==> src/rtl/nap_pkg.sv <==
// Shared state encodings and default timing for the nap scheduler.
// Pure declarations: no logic, no latency, no flow control.
package nap_pkg;

    localparam logic [1:0] ST_IDLE   = 2'd0;
    localparam logic [1:0] ST_COUNT  = 2'd1;
    localparam logic [1:0] ST_RING   = 2'd2;
    localparam logic [1:0] ST_SNOOZE = 2'd3;

    typedef enum logic [1:0] {
        S_IDLE   = ST_IDLE,
        S_COUNT  = ST_COUNT,
        S_RING   = ST_RING,
        S_SNOOZE = ST_SNOOZE
    } nap_state_t;

    localparam int DEF_TICK_DIV     = 50_000_000;
    localparam int DEF_CNT_W        = 16;
    localparam int DEF_SNOOZE_SEC   = 300;
    localparam int DEF_RING_MAX_SEC = 60;
    localparam int DEF_MAX_SNOOZE   = 3;

endpackage

==> src/rtl/nap_sec_ticker.sv <==
// One-second prescaler: o_tick is high in the last cycle of each TICK_DIV-cycle period.
// Tick is combinational from the count; i_clr restarts the period with no backpressure.
module nap_sec_ticker #(
    parameter int TICK_DIV = 50_000_000
) (
    input  logic i_clk,
    input  logic i_rst_n,
    input  logic i_clr,
    output logic o_tick
);

    localparam int PW = $clog2(TICK_DIV);
    localparam logic [PW-1:0] LAST = PW'(TICK_DIV - 1);

    logic [PW-1:0] r_cnt;
    logic          w_last;

    assign w_last = (r_cnt == LAST);
    assign o_tick = w_last;

    always_ff @(posedge i_clk) begin
        if (!i_rst_n || i_clr || w_last) begin
            r_cnt <= '0;
        end else begin
            r_cnt <= r_cnt + PW'(1);
        end
    end

endmodule

==> src/rtl/nap_scheduler.sv <==
// Nap countdown and alarm sequencer; sole start/stop driver of the alarm block.
// All outputs registered (1-cycle latency from inputs); button pulses are never stalled.
module nap_scheduler
    import nap_pkg::*;
#(
    parameter int TICK_DIV     = DEF_TICK_DIV,
    parameter int CNT_W        = DEF_CNT_W,
    parameter int SNOOZE_SEC   = DEF_SNOOZE_SEC,
    parameter int RING_MAX_SEC = DEF_RING_MAX_SEC,
    parameter int MAX_SNOOZE   = DEF_MAX_SNOOZE,
    localparam int SCW         = $clog2(MAX_SNOOZE + 1)
) (
    input  logic             clock,
    input  logic             reset,
    input  logic             arm,
    input  logic [CNT_W-1:0] nap_sec,
    input  logic             cancel,
    input  logic             snooze_btn,
    input  logic             dismiss_btn,
    output logic             alarm_start,
    output logic             alarm_stop,
    output logic             ringing,
    output logic [CNT_W-1:0] remaining,
    output logic [SCW-1:0]   snooze_cnt,
    output logic             done
);

    localparam logic [CNT_W-1:0] RING_LAST  = CNT_W'(RING_MAX_SEC - 1);
    localparam logic [CNT_W-1:0] SNOOZE_VAL = CNT_W'(SNOOZE_SEC);
    localparam logic [SCW-1:0]   SNZ_MAX    = SCW'(MAX_SNOOZE);

    nap_state_t       r_state;
    nap_state_t       w_nxt;
    logic             w_done;
    logic             w_tick;
    logic             w_clr;
    logic             w_timeout;
    logic             w_snz_ok;
    logic [CNT_W-1:0] r_remaining;
    logic [CNT_W-1:0] r_ring_sec;
    logic [SCW-1:0]   r_snooze_cnt;
    logic             r_alarm_start;
    logic             r_alarm_stop;
    logic             r_ringing;
    logic             r_done;

    assign w_clr = (w_nxt != r_state);

    nap_sec_ticker #(.TICK_DIV(TICK_DIV)) u_ticker (
        .i_clk   (clock),
        .i_rst_n (reset),
        .i_clr   (w_clr),
        .o_tick  (w_tick)
    );

    assign w_timeout = w_tick && (r_ring_sec == RING_LAST);
    assign w_snz_ok  = (r_snooze_cnt < SNZ_MAX);

    // An exhausted snooze press is ignored, so a same-cycle timeout still applies.
    always_comb begin
        w_nxt  = r_state;
        w_done = 1'b0;
        case (r_state)
            S_IDLE: begin
                if (arm && (nap_sec != '0)) w_nxt = S_COUNT;
            end
            S_COUNT, S_SNOOZE: begin
                if (cancel)                                 w_nxt = S_IDLE;
                else if (w_tick && (r_remaining == CNT_W'(1))) w_nxt = S_RING;
            end
            S_RING: begin
                if (cancel) begin
                    w_nxt = S_IDLE;
                end else if (dismiss_btn) begin
                    w_nxt  = S_IDLE;
                    w_done = 1'b1;
                end else if ((snooze_btn || w_timeout) && w_snz_ok) begin
                    w_nxt = S_SNOOZE;
                end else if (w_timeout) begin
                    w_nxt  = S_IDLE;
                    w_done = 1'b1;
                end
            end
            default: w_nxt = S_IDLE;
        endcase
    end

    always_ff @(posedge clock) begin
        if (!reset) begin
            r_state       <= S_IDLE;
            r_remaining   <= '0;
            r_ring_sec    <= '0;
            r_snooze_cnt  <= '0;
            r_alarm_start <= 1'b0;
            r_alarm_stop  <= 1'b1;
            r_ringing     <= 1'b0;
            r_done        <= 1'b0;
        end else begin
            r_state       <= w_nxt;
            r_alarm_start <= (w_nxt == S_RING) && (r_state != S_RING);
            r_alarm_stop  <= (w_nxt != S_RING);
            r_ringing     <= (w_nxt == S_RING);
            r_done        <= w_done;

            case (r_state)
                S_IDLE: begin
                    if (w_nxt == S_COUNT) begin
                        r_remaining  <= nap_sec;
                        r_snooze_cnt <= '0;
                    end
                end
                S_COUNT, S_SNOOZE: begin
                    if (w_nxt != r_state)  r_remaining <= '0;
                    else if (w_tick)       r_remaining <= r_remaining - CNT_W'(1);
                end
                S_RING: begin
                    if (w_tick) r_ring_sec <= r_ring_sec + CNT_W'(1);
                    if (w_nxt == S_SNOOZE) begin
                        r_remaining  <= SNOOZE_VAL;
                        r_snooze_cnt <= r_snooze_cnt + SCW'(1);
                    end
                end
                default: r_remaining <= '0;
            endcase

            if ((w_nxt == S_RING) && (r_state != S_RING)) r_ring_sec <= '0;
        end
    end

    assign alarm_start = r_alarm_start;
    assign alarm_stop  = r_alarm_stop;
    assign ringing     = r_ringing;
    assign remaining   = r_remaining;
    assign snooze_cnt  = r_snooze_cnt;
    assign done        = r_done;

endmodule

==> config.mk <==
export PLATFORM = sky130hd
export DESIGN_NAME = nap_scheduler
export DESIGN_NICKNAME = d
export VERILOG_FILES = /design/src/rtl/nap_pkg.sv /design/src/rtl/nap_sec_ticker.sv /design/src/rtl/nap_scheduler.sv
export SDC_FILE = /design/constraint.sdc
export NUM_CORES = 1
export LEC_CHECK = 0
export CAP_MARGIN = 15
export CORE_UTILIZATION = 41
export DETAILED_ROUTE_END_ITERATION = 16
export PLACE_DENSITY = 0.71
export SYNTH_ARGS = -nofsm -noshare
export SYNTH_HDL_FRONTEND = slang
export SYNTH_SLANG_ARGS = --single-unit
==> constraint.sdc <==
create_clock -name clock -period 3.2 [get_ports clock]
set_input_delay 0.8 -clock clock [delete_from_list [all_inputs] [get_ports clock]]
set_output_delay 0.8 -clock clock [all_outputs]
set_load 0.03 [all_outputs]
; After elaboration in Yosys (flattened, before gate mapping)
; Index checks and enable logic that the tools add are counted.
[word_totals]
out_inout_bits = 22
latchBits = 0
regBits = 66
mem_bits_rw = 0
memories = 0
romBits = 0
elab_cells = 68
[op_classes]
n_lt_le_gt_ge = 1
eq_ne = 15
reduce_logical = 18
multipliers = 0
shifts = 0
n_bitwise = 2
addsub = 4
n_div = 0
muxes = 19
[op_table]
columns = cell, count
row1 = two-way mux 16 bit, 4
row2 = case mux 16 bit (3 select lines), 1
row3 = "adder 26 x 1 -> 26 bit, second input constant", 1
row4 = "== test 26 bit, second input constant", 1
row5 = two-way mux 2 bit, 9
row6 = "adder 16 x 1 -> 16 bit, second input constant", 1
row7 = "== test 16 x 1 -> 1 bit, second input constant", 1
row8 = "== test 16 x 6 -> 1 bit, second input constant", 1
row9 = nonzero test 16 bit, 1
row10 = "subtractor 16 x 1 -> 16 bit, second input constant", 1
row11 = "== test 2 bit, second input constant", 4
row12 = "inequality test 2 bit, second input constant", 4
row13 = case mux 2 bit (3 select lines), 1
row14 = AND reduction 3 bit, 2
row15 = logical AND 1 bit, 5
row16 = "== test 2 x 1 -> 1 bit, second input constant", 2
row17 = case mux 2 bit (2 select lines), 1
row18 = OR reduction 2 bit, 2
row19 = logical OR 1 bit, 3
row20 = two-way mux 1 bit, 3
row21 = "inequality test 3 x 1 -> 1 bit, second input constant", 1
row22 = OR reduction 3 bit, 1
row23 = "adder 2 x 1 -> 2 bit, second input constant", 1
row24 = logical NOT 2 bit, 1
row25 = 6 further kinds, 7

; Longest topological paths before layout
[logic_depth]
ltp_word = 11
ltp_mapped = 9
mapped_depth_nobuf = 7

; Cells and area by module
; From an unflattened synthesis, not the netlist that was laid out.
[unflattened]
hier_cells = 447
hier_area_um2 = 3588.4
[modules_own_cells]
columns = mod, instances, seq_area_each_um2, cells_each, area_each_um2
row1 = nap_scheduler, 1, 800.8, 292, 2297.2
row2 = nap_sec_ticker, 1, 520.5, 155, 1291.2

; Least setup slack after synthesis
; No wires, ideal clock.
[synth_timing]
path_type = in2reg
startpoint = in nap_sec[2]
endpoint = reg u_ticker.r_cnt[25]
cell_stages = 8
required_time_ps = 3136
setup_ps = 64
arrival_ps = 2271
n_path_buf = 2
path_slack_ps = 865
cell_sequence = nor4_1 -> nand4_1 -> a21oi_1 -> nor4_2 -> or3_1 -> buf_4 -> buf_6 -> nor2_1
[synth_between]
elab_chain_cells = 7
[synth_lines]
columns = element, line_no
row1 = from (decl), nap_scheduler.sv:16  ; input logic [CNT_W-1:0] nap_sec,
row2 = nonzero test 16 bit, nap_scheduler.sv:65  ; if (arm && (nap_sec != '0)) w_nxt = S_COUNT;
row3 = logical AND 1 bit, nap_scheduler.sv:65
row4 = two-way mux 2 bit, nap_scheduler.sv:65
row5 = case mux 2 bit (3 select lines), nap_scheduler.sv:63  ; case (r_state)
row6 = inequality test 2 bit, nap_scheduler.sv:47  ; assign w_clr = (w_nxt != r_state);
row7 = logical OR 1 bit (2 in series), nap_sec_ticker.sv:22  ; if (!i_rst_n || i_clr || w_last) begin
row8 = to (signal assigned), nap_sec_ticker.sv:25  ; r_cnt <= r_cnt + PW'(1);
row9 = to (decl), nap_sec_ticker.sv:15  ; logic [PW-1:0] r_cnt;
; Every way passes these cells.
; A chain may end at the register's enable or synchronous reset.

; Worst setup path after layout
[layout_timing]
startpoint = in nap_sec[2]
endpoint = reg u_ticker.r_cnt[19]
; The elaborated chain is that of the path after synthesis.

==> flow_summary.toml <==
[outcome]
run_status = "finished clean"

[grt]
grt_pass1_vias = 3024
grt_overflow = 0
grt_antenna_before_repair = 0
grt_util_all_layers = 0.206
grt_pass1_wl_um = 14200
grt_max_degree = 27

[critical_path]
cp_max_fo = 26
worst_ep_required_time_ns = 3.48
timing.critical_path.arrival_ns = 2.92
timing_worst_setup_path_type = "in -> reg"
end_kind = "register"
kind_of_start_point_of_the_critical_path = "primary input"

[timing]
number_of_endpoints_failing_setup_at_the_final_stage = 0
slew_headroom = 0.542
least_margin_pin_slew_ns = 0.681
timing.clock.skew_ns = 0.00911
setup-tns-final_ns = 0
timing.final.hold_violations = 0
period_minus_slack_ns = 2.64
fmax_mhz = 378
drv_slew = 0
rsz0062_at_grt = "no"
fin_crit_sh = 0.826
final_hold_slack_ns = 0.468

[routing]
first_pass_iters = 4
route.detailed.wl_per_inst_um = 14.4
drc_violation_count_after_routing = 0
drt_iter0_markers = 139
drt_wl_total_um = 8210
post_drt_via_cell_ratio = 5.53
final_antenna_net_count = 0
via_count = 3146

[synth]
synthXorXnorAreaFrac = 0.104
synth_nets = 439
postSynthRegisterBits = 66
synth-edff-count = 0
synth_cell_types = 50
synthArstFlopShare = 0
synthCells = 412
synth_seq_area_share = 0.393
synth_area_um2 = 3360
synth_commonest_cells = "67 x sky130_fd_sc_hd__nor2_1, 66 x sky130_fd_sc_hd__dfxtp_1, 37 x sky130_fd_sc_hd__nand2_1, 21 x sky130_fd_sc_hd__xnor2_1, 20 x sky130_fd_sc_hd__nand3_1"
yosysWarningCount = 0
postSynth.topFlopCell = "sky130_fd_sc_hd__dfxtp_1"
synth_fa_ha_area_frac = 0.0186
synth.top_cells.by_area = "sky130_fd_sc_hd__dfxtp_1 39%, sky130_fd_sc_hd__nor2_1 7.5%, sky130_fd_sc_hd__xnor2_1 5.5%"
yosys.cell_count.top_type = "sky130_fd_sc_hd__nor2_1"
yosysTopAreaCell = "sky130_fd_sc_hd__dfxtp_1"
synth-simple-area-share = 0.310
synth_compound_gate_area_share = 0.136
post_synthesis_mean_instance_area_um2 = 8.15
combinational_family_with_the_most_area_after_synthesis = "simple AND/OR/NAND/NOR gates"
synthMuxAreaShare = 0.00335
synth_top_area_frac = 0.393

[cts]
clockBufferDepth = 2
cts_inserted_buffers = 9
post_cts_repair_timing_setup_buffer_count = 0
clock_tree_from_tritoncts = "built"
ctsHtreeMaxLevel = 3
cts_repair_resize_count = 0
clkLatencyLatePin_ns = 0.34
cts_hold_buffers = 0
clkSlewWorstSetupHoldPaths_ns = 0.07
numClockSinks = 66
root_buffer = "sky130_fd_sc_hd__clkbuf_8"

[placement]
numPortBuffers = 43
gp_congestion = 0.827
hpwlAfterDp_um = 5970
placed_cell_area_um2 = 3930

[pwr]
swShare = 0.276
p_comb_frac = 0.171
power.ir.vdd_worst_uv = 220
clockPowerShare = 0.384
static_leakage_nw = 1.43
share_seq_of_total_power = 0.445
cell_area_power_density_nw_per_um2 = 477
switchingPower_mw = 0.545
power_report.internal_total_mw = 1.43

[floorplanning]
starting_density = 0.430
io_pins = 44
fp.dieH_um = 92.5
design.core.area_um2 = 7810
die-area_um2 = 8560
die_width_um = 92.5
placementRows = 32

[layout]
antenna_cells = 0
drive_above_1_share = 0.0685
area_growth_pct = 23.2
seqCellArea_um2 = 1320
num-nets-final = 489
n_fill_cell = 756
combined_area_of_the_multi_input_logic_cells_um2 = 1920
final_design_area_no_fill_um2 = 4140

[hold_path]
worst_hold_path_type = "reg -> reg"

[flow_run]
maxCapViolCount = 0
[critical path, cell delays in order]
cell,delay [ns]
sky130_fd_sc_hd__clkdlybuf4s50_1,0.43
sky130_fd_sc_hd__nor4_1,0.36
sky130_fd_sc_hd__nand4_1,0.15
sky130_fd_sc_hd__a21oi_1,0.36
sky130_fd_sc_hd__nor4_2,0.10
sky130_fd_sc_hd__or3_1,0.36
sky130_fd_sc_hd__buf_4,0.22
sky130_fd_sc_hd__nor2_1,0.14
[routing by layer]
| layer | GRT usage | routed length (um) |
|---|---|---|
| met4 | 0.0794 | 123 |
| met3 | 0.0427 | 339 |
| met1 | 0.284 | 4010 |
| met5 | 0 | 0 |
| met2 | 0.314 | 3740 |
[kinds of logic after synthesis]
logic type	count (synthesis)
simple gates	206
compound gates	69
flops	66
xor+xnor	40
buf+inv	25
fa+ha+maj	5
mux	1
[cell usage in the layout (no fill, tap or decap), types with 4 or more instances in the layout]
cell type and n:
sky130_fd_sc_hd__nor2b_1 4, sky130_fd_sc_hd__nor2_1 67, sky130_fd_sc_hd__dfxtp_1 66, sky130_fd_sc_hd__nor4_1 11, sky130_fd_sc_hd__and4_1 5, sky130_fd_sc_hd__or3_1 7, sky130_fd_sc_hd__a22oi_1 4, sky130_fd_sc_hd__nor3_1 19
sky130_fd_sc_hd__inv_1 11, sky130_fd_sc_hd__buf_4 8, sky130_fd_sc_hd__clkbuf_8 9, sky130_fd_sc_hd__nand3_1 20, sky130_fd_sc_hd__clkdlybuf4s50_1 43, sky130_fd_sc_hd__nand2b_1 5, sky130_fd_sc_hd__nand2_1 37, sky130_fd_sc_hd__o32ai_1 6
sky130_fd_sc_hd__nand4_1 8, sky130_fd_sc_hd__xor2_1 19, sky130_fd_sc_hd__xnor2_1 21, sky130_fd_sc_hd__o21ai_0 16, sky130_fd_sc_hd__and3_1 7, sky130_fd_sc_hd__o21a_1 4, sky130_fd_sc_hd__a21oi_1 18, sky130_fd_sc_hd__ha_1 5
[power by group through the flow]
stage	registers (mW)	clock network (mW)	logic (mW)
final	0.879	0.759	0.337
after global routing	0.884	0.814	0.369
after CTS	0.878	0.773	0.334
after detailed placement	0.897	0	0.332
after global placement	0.897	0	0.328
after floorplan	0.929	0	0.168
[state kept, by name (all words and copies together), names as in the netlist]
name	count
r_state	2
alarm_start	1
remaining	16
r_ring_sec	16
alarm_stop	1
done	1
u_ticker.r_cnt	26
ringing	1
snooze_cnt	2
[worst paths after layout]
kind                                        start                 end  slack [ns]  cells past startpoint
worst max-delay path                   nap_sec[2]  u_ticker.r_cnt[19]        0.56                      8
worst min-delay path            u_ticker.r_cnt[0]   u_ticker.r_cnt[0]        0.47                      1
worst max register to register  u_ticker.r_cnt[0]      r_ring_sec[15]        0.65                      7
worst min register to register  u_ticker.r_cnt[0]   u_ticker.r_cnt[0]        0.47                      1
[layout make-up]
type,count,area share
multi-input combinational,321,0.464
sequential,66,0.319
timing repair buffer,52,0.123
clock buffer,12,0.0327
tap,102,0.0309
clock inverter,4,0.0185
inverter,12,0.0109
[per-stage QoR]
stage	cells	setup WS (ns)	total power, mW	util
2_1_floorplan	412	0.865	1.10	-
3_3_place_gp	553	0.207	1.22	0.503
3_5_place_dp	553	0.188	1.23	0.503
4_1_cts	569	0.547	1.99	0.530
5_1_grt	569	0.374	2.07	0.530
6_report	569	0.555	1.97	0.530
(Power assumes the default switching activity.)
